<file path="config.mk">
export PLATFORM = sky130hd
export DESIGN_NAME = uart_irq_ctrl
export DESIGN_NICKNAME = d
export VERILOG_FILES = /design/src/rtl/uart_pkg.sv /design/src/rtl/uart_irq_prio.sv /design/src/rtl/uart_irq_ctrl.sv
export SDC_FILE = /design/constraint.sdc
export NUM_CORES = 1
export LEC_CHECK = 0
export CAP_MARGIN = 10
export CORE_MARGIN = 8
export CORE_UTILIZATION = 43
export CTS_CLUSTER_DIAMETER = 150
export DETAILED_ROUTE_END_ITERATION = 10
export HOLD_SLACK_MARGIN = 0.12
export PLACE_DENSITY = 0.77
export SYNTH_ARGS = -nofsm -noshare
export SYNTH_HDL_FRONTEND = slang
export SYNTH_SLANG_ARGS = --single-unit
</file>
<file path="constraint.sdc">
create_clock -name clk -period 1.69 [get_ports clk]
set_input_delay 0.2535 -clock clk [delete_from_list [all_inputs] [get_ports clk]]
set_output_delay 0.2535 -clock clk [all_outputs]
set_load 0.03 [all_outputs]
</file>
<file path="src/rtl/uart_pkg.sv">
// Shared definitions for the UART interrupt controller: source indices,
// fixed service priority and FSM state type (HOLDOFF exists only with UART_IRQ_HOLDOFF_EN).
package uart_pkg;

   localparam logic [1:0] IRQ_RX_EMPTY = 2'd0;
   localparam logic [1:0] IRQ_RX_FULL  = 2'd1;
   localparam logic [1:0] IRQ_TX_EMPTY = 2'd2;
   localparam logic [1:0] IRQ_TX_FULL  = 2'd3;

   // Element 0 is served first.
   localparam logic [1:0] PRIO_ORDER [4] = '{IRQ_RX_FULL, IRQ_TX_FULL, IRQ_TX_EMPTY, IRQ_RX_EMPTY};

`ifdef UART_IRQ_HOLDOFF_EN
   typedef enum logic [1:0] {IDLE = 2'd0, ACTIVE = 2'd1, HOLDOFF = 2'd2} irq_state_t;
`else
   typedef enum logic [1:0] {IDLE = 2'd0, ACTIVE = 2'd1} irq_state_t;
`endif

endpackage

</file>
<file path="src/rtl/uart_irq_prio.sv">
// Fixed-priority selector: picks the highest-priority asserted request
// according to uart_pkg::PRIO_ORDER.
module uart_irq_prio
   import uart_pkg::*;
(
   input  logic [3:0] req,
   output logic [1:0] id,
   output logic       valid
);

   // Walk from lowest to highest priority so the last match wins.
   always_comb begin
      id    = 2'd0;
      valid = |req;
      for (int i = 3; i >= 0; i--) begin
         if (req[PRIO_ORDER[i]]) id = PRIO_ORDER[i];
      end
   end

endmodule

</file>
<file path="src/rtl/uart_irq_ctrl.sv">
// UART interrupt controller: edge-detects FIFO flags into sticky pending bits and
// signals one source at a time. Define UART_IRQ_HOLDOFF_EN for a post-ack holdoff.
module uart_irq_ctrl
   import uart_pkg::*;
#(
   parameter int HOLDOFF_CYCLES = 16
)
(
   input  logic       clk,
   input  logic       rst,
   input  logic [3:0] status,
   input  logic [3:0] en_mask,
   input  logic       clr_valid,
   input  logic [3:0] clr_mask,
   input  logic       ack,
   output logic [3:0] pending,
   output logic       irq,
   output logic [1:0] irq_id,
   output logic [7:0] irq_count
);

   if (HOLDOFF_CYCLES < 1) begin : g_bad_holdoff
      $error("HOLDOFF_CYCLES must be at least 1");
   end

   irq_state_t state;
   logic [3:0] status_q;
   logic [3:0] rise;
   logic [3:0] set_bits;
   logic [3:0] clr_bits;
   logic [3:0] qualified;
   logic [1:0] sel_id;
   logic       sel_valid;
   logic       ack_take;

`ifdef UART_IRQ_HOLDOFF_EN
   localparam int CNT_W = (HOLDOFF_CYCLES > 1) ? $clog2(HOLDOFF_CYCLES) : 1;
   logic [CNT_W-1:0] holdoff_cnt;
`endif

   assign rise      = status & ~status_q;
   assign set_bits  = rise & en_mask;
   assign ack_take  = (state == ACTIVE) && ack;
   assign clr_bits  = (clr_valid ? clr_mask : 4'b0000) | (ack_take ? (4'b0001 << irq_id) : 4'b0000);
   assign qualified = pending & en_mask;

   uart_irq_prio u_prio (
      .req   (qualified),
      .id    (sel_id),
      .valid (sel_valid)
   );

   // Set is OR-ed in after the clear so a coincident set wins.
   always_ff @(posedge clk) begin
      if (rst) begin
         status_q <= 4'b0000;
         pending  <= 4'b0000;
      end else begin
         status_q <= status;
         pending  <= (pending & ~clr_bits) | set_bits;
      end
   end

   // An ack takes precedence over a source dropping in the same cycle.
   always_ff @(posedge clk) begin
      if (rst) begin
         state     <= IDLE;
         irq       <= 1'b0;
         irq_id    <= 2'd0;
         irq_count <= 8'd0;
`ifdef UART_IRQ_HOLDOFF_EN
         holdoff_cnt <= '0;
`endif
      end else begin
         case (state)
            IDLE: begin
               if (sel_valid) begin
                  state  <= ACTIVE;
                  irq    <= 1'b1;
                  irq_id <= sel_id;
               end
            end
            ACTIVE: begin
               if (ack) begin
                  irq <= 1'b0;
                  if (irq_count != 8'hFF) irq_count <= irq_count + 8'd1;
`ifdef UART_IRQ_HOLDOFF_EN
                  state       <= HOLDOFF;
                  holdoff_cnt <= CNT_W'(HOLDOFF_CYCLES - 1);
`else
                  state <= IDLE;
`endif
               end else if (!pending[irq_id] || !en_mask[irq_id]) begin
                  state <= IDLE;
                  irq   <= 1'b0;
               end
            end
`ifdef UART_IRQ_HOLDOFF_EN
            HOLDOFF: begin
               if (holdoff_cnt == '0) state <= IDLE;
               else holdoff_cnt <= holdoff_cnt - 1'b1;
            end
`endif
            default: begin
               state <= IDLE;
               irq   <= 1'b0;
            end
         endcase
      end
   end

endmodule

</file>
After elaboration in Yosys (flattened, before gate mapping):

Cells that the tools add are included.

* add/subtract/negate cells: 1
* magnitude comparators: 1
* eq/ne operators: 4
* shift-type cells: 1
* muxes and demuxes: 17
* bitwise operators: 8
* reduce and logical (&&, ||, !) cells: 9

Operators with widths (number)
* 4-bit AND: 4
* 2-bit two-way mux: 6
* 8-bit by 1-bit adder with 8-bit output (second input constant): 1
* 4-bit two-way mux: 2
* 8-bit != test (second input constant): 1
* 4-bit inverter: 2
* 4-bit OR: 2
* 1-bit two-way mux: 5
* 1-bit binary-select mux with 2-bit select: 2
* 2-bit one-hot mux with 2 select lines: 1
* 2-bit AND reduction: 2
* 4-bit OR reduction: 1
* 1-bit by 2-bit left shift with 4-bit output (first input constant): 1
* 2-bit by 3-bit < comparator with 1-bit output (second input constant): 1
* 3-bit by 2-bit != test with 1-bit output (second input constant): 1
* 3-bit AND reduction: 1
* 2-bit by 1-bit == test with 1-bit output (second input constant): 1
* 1-bit zero test: 2
* 2-bit zero test: 1
* 2-bit != test (second input constant): 1
* 1-bit one-hot mux with 2 select lines: 1
* 1-bit logical AND: 1
* 1-bit logical OR: 1

* register bits after elaboration: 21
* bits of input ports: 16
* output and inout bits: 15
* word-level logic and storage cells: 47

Longest topological paths before layout:

Gate-level depths: netlist of the first run.

* depth after elaboration: 7
* gate-level depth with buffers: 5
* mapped depth without buffers: 5

Hierarchy:

A second synthesis of the first run with hierarchy kept.

* cells, all modules: 96
* area total of the unflattened synthesis: 895.9 um^2

By module, submodules not included
* uart_irq_ctrl: instances 1, cells an instance 93, area an instance 872.1 um^2
* uart_irq_prio: instances 1, cells an instance 3, area an instance 23.8 um^2

Least setup slack after synthesis of the first run:

No wires, ideal clock.

* path kind: register to register
* from: reg irq_count[0]
* to: reg irq_count[1]
* setup time: 0.128 ns
* arrival: 1.438 ns
* required time: 1.562 ns
* slack: 0.125 ns
* stages on the path, launching flop included: 6
* path buffers: 0
* clock period less this slack: 1.565 ns
* cells stage by stage: dfxtp_1 -> ha_1 -> nand3_1 -> o21ai_1 -> mux2i_1 -> nor2_1

* cells in the longest elaborated chain, start to end: 2
* elaborated cells between the ends (all ways): 3

Ends and longest elaborated chain
* start, declared: RTL line uart_irq_ctrl.sv:19 `output logic [7:0] irq_count`
* start signal, assigned: RTL line uart_irq_ctrl.sv:86 `if (irq_count != 8'hFF) irq_count <= irq_count + 8'd1;`
* parallel branches: the longest is 2 deep, another holds 8-bit by 1-bit adder with 8-bit output

Several ways; the timed one is not identified.
A chain may end at the register's enable or synchronous reset.

Worst setup path in the final report of the first run:

* from: reg pending[1]
* to: out pending[1]

RTL lines
* start, declared: RTL line uart_irq_ctrl.sv:16 `output logic [3:0] pending,`
* start signal, assigned: RTL line uart_irq_ctrl.sv:60 `pending <= (pending & ~clr_bits) | set_bits;`

No word-level cell between the ends.

==> results by group, run 1 <==
Pwr
  – Peak VDD IR: about 0.56 mV
  – Total power: 0.893 mW
  – Pleak: ~0.59 nW
  – Power per cell area: 707 nW/um2

Worst setup path
  – CP Class: register to output pin
  – Critical Path Sink Type: output pin
  – Crit path buffers/inverters: 1
  – Worst path max stage delay: about 0.7 ns
  – CP arrival: between 1 and 1.5 ns
  – Critical path's top delay family: buffers and inverters
  – Cell Chain, Critical Path: clkdlybuf4s50_1
  – Startpoint type of the worst setup path: register
  – Required time worst endpoint: approximately 1.4 ns
  – Crit-path max FO: 3
  – CP max-delay cell: clkdlybuf4s50_1

GRT
  – Vias in the first global route: approximately 780
  – Global-route wire length before repair: approximately 3400 um
  – GRT Util Overall: 0.119
  – Antenna violations before repair: 0
  – GRT overflow: 0
  – Largest net degree at the start of global routing: 12

Synthesis
  – Largest family of logic cells by synthesized area: simple AND/OR/NAND/NOR gates
  – Number of flops mapped to enable cells by yosys: 0
  – Simple-Gate Fraction of Synth Area: 0.228
  – Synth area leaders: dfxtp_1 44%, a21oi_1 4.1%, xor2_1 4.1%
  – Syn nets: approximately 110
  – Fraction of registers with async set/reset: 0
  – Ys Warns: 0
  – Mean Syn Cell Area: ~9 um2
  – Compound-Gate Fraction of Synth Area: 0.193
  – Cells after Synth: between 90 and 100
  – Synth Area in XOR/XNOR: 0.0407
  – Synth area leader: dfxtp_1
  – Post-synthesis mux area share: 0.0378
  – Adder-cell share of the synthesized area: 0.0145
  – Main flop type after synthesis: dfxtp_1
  – Number of library cell types mapped by synthesis: 29
  – Mapped Area: between 800 and 900 um2
  – Share of the synthesized area in the top cell type: 0.442
  – Flops & latches, synth: 19
  – Sequential area share after synthesis: 0.442

Cells and area
  – Ratio of cells with drive above 1 in the final layout: 0.0970
  – Final net count: between 150 and 200
  – N_diodes: 0
  – Final instance area: ~1300 um2
  – Synthesis-to-layout area growth: 46.8%
  – Post-route insts no fill: ~160

Clock tree
  – Clk_lat worst skew: 0.30 ns
  – Clk sink count: 19
  – Setup bufs post-CTS: 0
  – TritonCTS clock tree: built
  – Total CTS buffers: 3
  – Clock Tree Buf Depth: 2
  – Clk slew on worst S/H paths: between 0.1 and 0.15 ns
  – H-Tree Depth: 1
  – Root buf cell: clkbuf_4

Drt
  – Pre-Repair DR Iteration Count: 3
  – Met3 wire length: about 100 um
  – Routed Antenna Nets: 0
  – Met1 WL: between 1000 and 1500 um
  – Total vias in the final route: 812
  – DR DRC count: 0
  – Met2 wire length: between 900 and 1000 um
  – Iter 0 DRT Violations: 12
  – Vias/cell: about 5.0
  – Final wirelength: approximately 2100 um
  – Highest routed layer: met4
  – Drt wl/cell: about 13 um

STA
  – Slew @ Worst Pin: between 0.3 and 0.4 ns
  – Fin. Hold Viols: 0
  – RSZ-0062 raised after global routing: no
  – Tmin final: roughly 1.6 ns
  – Fmax: 0.615 GHz
  – Max Transition Viols Final: 0
  – Final worst path period share: 0.962
  – Fin Hold WS: 0.509 ns
  – Slew headroom: 0.756
  – Setup_tns: 0 ns
  – Clock skew: around 0.016 ns
  – Final setup violation count: 0

Floorplanning
  – Die Y: around 60 um
  – I/O Pins: 31
  – Die Area: about 3700 um2
  – Std-Cell Rows: 16
  – Initial Util: 0.448
  – Die W: around 61 um
  – Core region area: about 1900 um2

Run status
  – Status: complete, no violations

Flow run
  – Max Cap Viol: 0

Placement
  – Hpwl dp: 1660 um
  – Final Wtd Congestion: approximately 0.8
  – Port-buffer cells: 30
  – Placed Instances: approximately 160
  – Area after DPL: roughly 1200 um2

Worst hold path
  – Hold Path Class: input port to register
-- kinds of logic (layout without fill, tap and decap cells) --
| kind of cell | Yosys count | after routing |
|---|---|---|
| and+or+nand+nor | 39 | 39 |
| AOI/OAI and AO/OA | 23 | 23 |
| xor gates and xnor gates | 4 | 4 |
| DFF | 19 | 19 |
| buffers and inverters | 8 | 46 |
| muxes | 2 | 2 |
| adders and majority gates | 1 | 1 |
-- synth_stat cells (2+ instances only) --
cell / count
o21ai_0: 3
clkbuf_1: 2
nand3_1: 4
nor3_1: 3
inv_1: 5
o311ai_0: 2
xor2_1: 4
a21oi_1: 7
nand3b_1: 3
a32o_1: 2
nor2b_1: 5
nand2_1: 9
nand4_1: 3
a211oi_1: 3
dfxtp_1: 19
or3_1: 2
nor2_1: 8
-- stage by stage --
step                      utilization  setup WS (ns)
final                           0.658         0.0643
after global routing            0.658         0.0119
after CTS                       0.650         0.0108
after detailed placement        0.639         0.0137
after global placement          0.639         0.0491
after floorplan                     -          0.125
-- report_power, final --
| group | internal (mW) | leakage (nW) | total [mW] | switching, mW |
|---|---|---|---|---|
| logic | 0.0883 | 0.416 | 0.172 | 0.0838 |
| registers | 0.469 | 0.155 | 0.492 | 0.0231 |
| clock network | 0.0881 | 0.0177 | 0.229 | 0.141 |
| total | 0.645 | 0.589 | 0.893 | 0.248 |
-- flip-flops by register name, summed over array words and instances, names as in the netlist --
register   flops
status_q       4
irq            1
irq_id         2
pending        4
irq_count      8
-- per-layer routing --
metal  vias to the layer above  GRT usage
met2                        20      0.176
li1                        419          -
met5                         -          0
met4                         0     0.0797
met3                         4     0.0339
met1                       369      0.144
-- timing repair --
| item | CTS | global route |
|---|---|---|
| hold buffers | 0 | 0 |
| setup endpoints to repair | 6 | 6 |
| resized for setup | 6 | 6 |
-- cell usage in the layout, fill, tap and decap left out, types with 4 or more instances in the layout --
cell	instances
buf_4	7
dlymetal6s2s_1	6
nand2_1	9
dlygate4sd2_1	6
dfxtp_1	19
a21oi_1	7
clkdlybuf4s50_1	18
xor2_1	4
nor2_1	8
inv_1	5
nand3_1	4
nor2b_1	5
-- area by class of cell --
cell class | count | area (um2)
Clock inverter | 1 | 5.00
Tap cell | 27 | 33.8
Clock buffer | 3 | 22.5
Fill cell | 183 | 658
Multi-Input combinational cell | 69 | 443
Inverter | 5 | 18.8
Timing Repair Buffer | 37 | 360
Sequential cell | 19 | 380
-- worst paths after layout --
| check | depth (start not counted) | startpoint | slack (ns) | to |
|---|---|---|---|---|
| max reg2reg | 5 | irq_count[0] | 0.23 | irq_count[1] |
| min reg2reg | 2 | status_q[2] | 0.53 | pending[2] |
| max | 1 | pending[1] | 0.06 | pending[1] |
| min | 2 | status[1] | 0.51 | status_q[1] |
Power figures use the tool's default switching activity.
==> run 2: changes to the inputs <==
Settings changed: CORE_MARGIN 8 to unset, SKIP_CTS_REPAIR_TIMING set to 1.
==> run 2 against run 1 <==
  * Maximum frequency fell by 0.25%
  * Largest power group unchanged
  * Combinational power barely moved
  * Wire length fell by 11%
==> results by group, run 2 (synthesis results as in run 1) <==
Cells and area
  – Multi-input gate area: 443 um2 (unchanged)
  – Final instance area: 1270 um2 (+0.30%)
  – Top reg by flops: irq_count
  – Synthesis-to-layout area growth: 47.2%
  – Most frequent cells in the layout: 21 x clkdlybuf4s50_1, 19 x dfxtp_1, 9 x nand2_1, 9 x dlymetal6s2s_1, 8 x nor2_1
  – Post-route insts no fill: 158 (-1.9%)
  – FILL cells: 144 (-21%)
  – N_diodes: 0 (unchanged)
  – Ratio of cells with drive above 1 in the final layout: 0.0827 (-0.0143)
  – Leading cell type in the layout, fill and taps excluded: clkdlybuf4s50_1
  – Post-route core utilization: 0.703 (+0.0459)
  – Largest regs: irq_count x8, pending x4, status_q x4
  – Max reg flops: 8 (unchanged)
  – Final net count: 151 (-0.66%)
  – FF/Latch Area: 380 um2 (unchanged)

STA
  – Final setup margin: 0.0602 ns (-0.00407 ns)
  – Setup_tns: 0 ns (unchanged)
  – Final setup violation count: 0 (unchanged)
  – Clock skew: 0.00291 ns (-0.0133 ns)
  – Final worst path period share: 0.964 (+0.00241)
  – Fin Hold WS: 0.512 ns (+0.00288 ns)
  – Tmin final: 1.63 ns (+0.00407 ns)
  – Fmax: 0.614 GHz (-0.25%)
  – Max Transition Viols Final: 0 (unchanged)
  – Slew headroom: 0.769 (+0.0128)
  – RSZ-0062 raised after global routing: no
  – Slew @ Worst Pin: 0.346 ns (-0.0192 ns)
  – Fin. Hold Viols: 0 (unchanged)

Clock tree
  – Clk_lat worst skew: 0.28 ns (-0.02 ns)
  – Total CTS buffers: 3 (unchanged)
  – Clk slew on worst S/H paths: 0.10 ns (-0.02 ns)
  – Clk sink count: 19 (unchanged)
  – TritonCTS clock tree: built
  – H-Tree Depth: 1 (unchanged)
  – Root buf cell: clkbuf_4
  – Clock Tree Buf Depth: 2 (unchanged)

GRT
  – Global-route wire length before repair: 2890 um (-14%)
  – GRT overflow: 0 (unchanged)
  – Vias in the first global route: 704 (-10%)
  – GRT Util Overall: 0.187 (+0.0680)
  – Largest net degree at the start of global routing: 13 (+1)
  – Antenna violations before repair: 0 (unchanged)

Pwr
  – Power per cell area: 701 nW/um2 (-0.90%)
  – Total power: 0.888 mW (-0.60%)
  – Peak VDD IR: 0.471 mV (-16%)
  – Pleak: 0.605 nW (+2.8%)

Worst setup path
  – Crit-path max FO: 4 (+1)
  – CP arrival: 1.38 ns (about the same)
  – CP max-delay cell: clkdlybuf4s50_1
  – Flop-to-flop setup slack: 0.23 ns (about the same)
  – Worst path max stage delay: 0.69 ns (about the same)
  – CP Class: register to output pin
  – Required time worst endpoint: 1.44 ns (about the same)
  – Critical Path Sink Type: output pin
  – Critical path's top delay family: buffers and inverters
  – Reg-to-reg critical path endpoint: irq_count[1]
  – Startpoint type of the worst setup path: register
  – Crit path buffers/inverters: 1 (unchanged)
  – R2R depth: 5 (unchanged)
  – R2R Path Start: irq_count[0]
  – Cell Chain, Critical Path: clkdlybuf4s50_1

Placement
  – Hpwl dp: 1460 um (-12%)
  – Area after DPL: 1220 um2 (-0.81%)
  – Placed Instances: 154 (-1.9%)
  – Pre-CTS setup slack: -0.00634 ns (-0.0200 ns)
  – Final Wtd Congestion: 0.803 (-0.12%)
  – Port-buffer cells: 30 (unchanged)

Drt
  – Pre-Repair DR Iteration Count: 4 (+1)
  – Routed Antenna Nets: 0 (unchanged)
  – Iter 0 DRT Violations: 16 (+4)
  – Vias/cell: 5.21 (+3.3%)
  – DR DRC count: 0 (unchanged)
  – Drt wl/cell: 12.0 um (-8.8%)
  – Total vias in the final route: 823 (+1.4%)
  – Final wirelength: 1900 um (-11%)

Floorplanning
  – Die Area: 2180 um2 (-41%)
  – Die W: 46.7 um (-23%)
  – Core region area: 1800 um2 (-6.2%)
  – Initial Util: 0.478 (+0.0299)
  – I/O Pins: 31 (unchanged)
  – Die Y: 46.7 um (-23%)
  – Std-Cell Rows: 15 (-1)

Worst hold path
  – Hold Path Class: register to register
  – Hold path depth: 2 (unchanged)
  – Worst hold start: status_q[1]
  – Hold endpoint: pending[1]

Run status
  – Status: complete, no violations

Flow run
  – Max Cap Viol: 0 (unchanged)
==> run 2: area by class of cell <==
cell class / count / share of cell area
Timing Repair Buffer: 36 / 0.290
Inverter: 5 / 0.0148
Clock buffer: 4 / 0.0207
Sequential cell: 19 / 0.300
Multi-Input combinational cell: 69 / 0.349
Tap cell: 25 / 0.0247
==> run 2: layer usage <==
metal	vias up	routed length, um	GRT usage
met5	-	0	0
met4	0	16	0.0743
met3	2	75	0.0462
met2	20	912	0.300
met1	377	898	0.241
li1	424	-	-
==> run 2: worst max-delay path by stage <==
stage / startpoint / to / slack, ns / depth (start not counted)
floorplan: irq_count[0] / irq_count[1] / 0.12 / 5
global placement: en_mask[3] / irq / 0.05 / 5
detailed placement: en_mask[1] / irq / -0.006 / 5
CTS: irq / irq / -0.1 / 1
global route: irq_count[2] / irq_count[2] / 0.003 / 1
finish: irq_count[2] / irq_count[2] / 0.06 / 1
==> run 2: where the power goes <==
group	internal, mW	total (mW)	switching, mW	leakage (nW)
Sequential	0.469	0.491	0.0227	0.155
Clock	0.0916	0.222	0.130	0.0150
Combinational	0.0912	0.175	0.0836	0.435
Total	0.651	0.888	0.237	0.605
==> run 2: worst register-to-register path: cells and delay by family, from the launching register on <==
kind            cells  cell delay (ns)
simple gates        2             0.25
mux                 1             0.22
compound gates      1             0.31
flops               1             0.39
fa+ha+maj           1             0.18
==> run 3: changes to the inputs <==
Settings changed: CTS_CLUSTER_SIZE set to 24, SLEW_MARGIN set to 10.
==> results of run 3 <==
Final layout, timing and power as in run 2 (identical DEF).
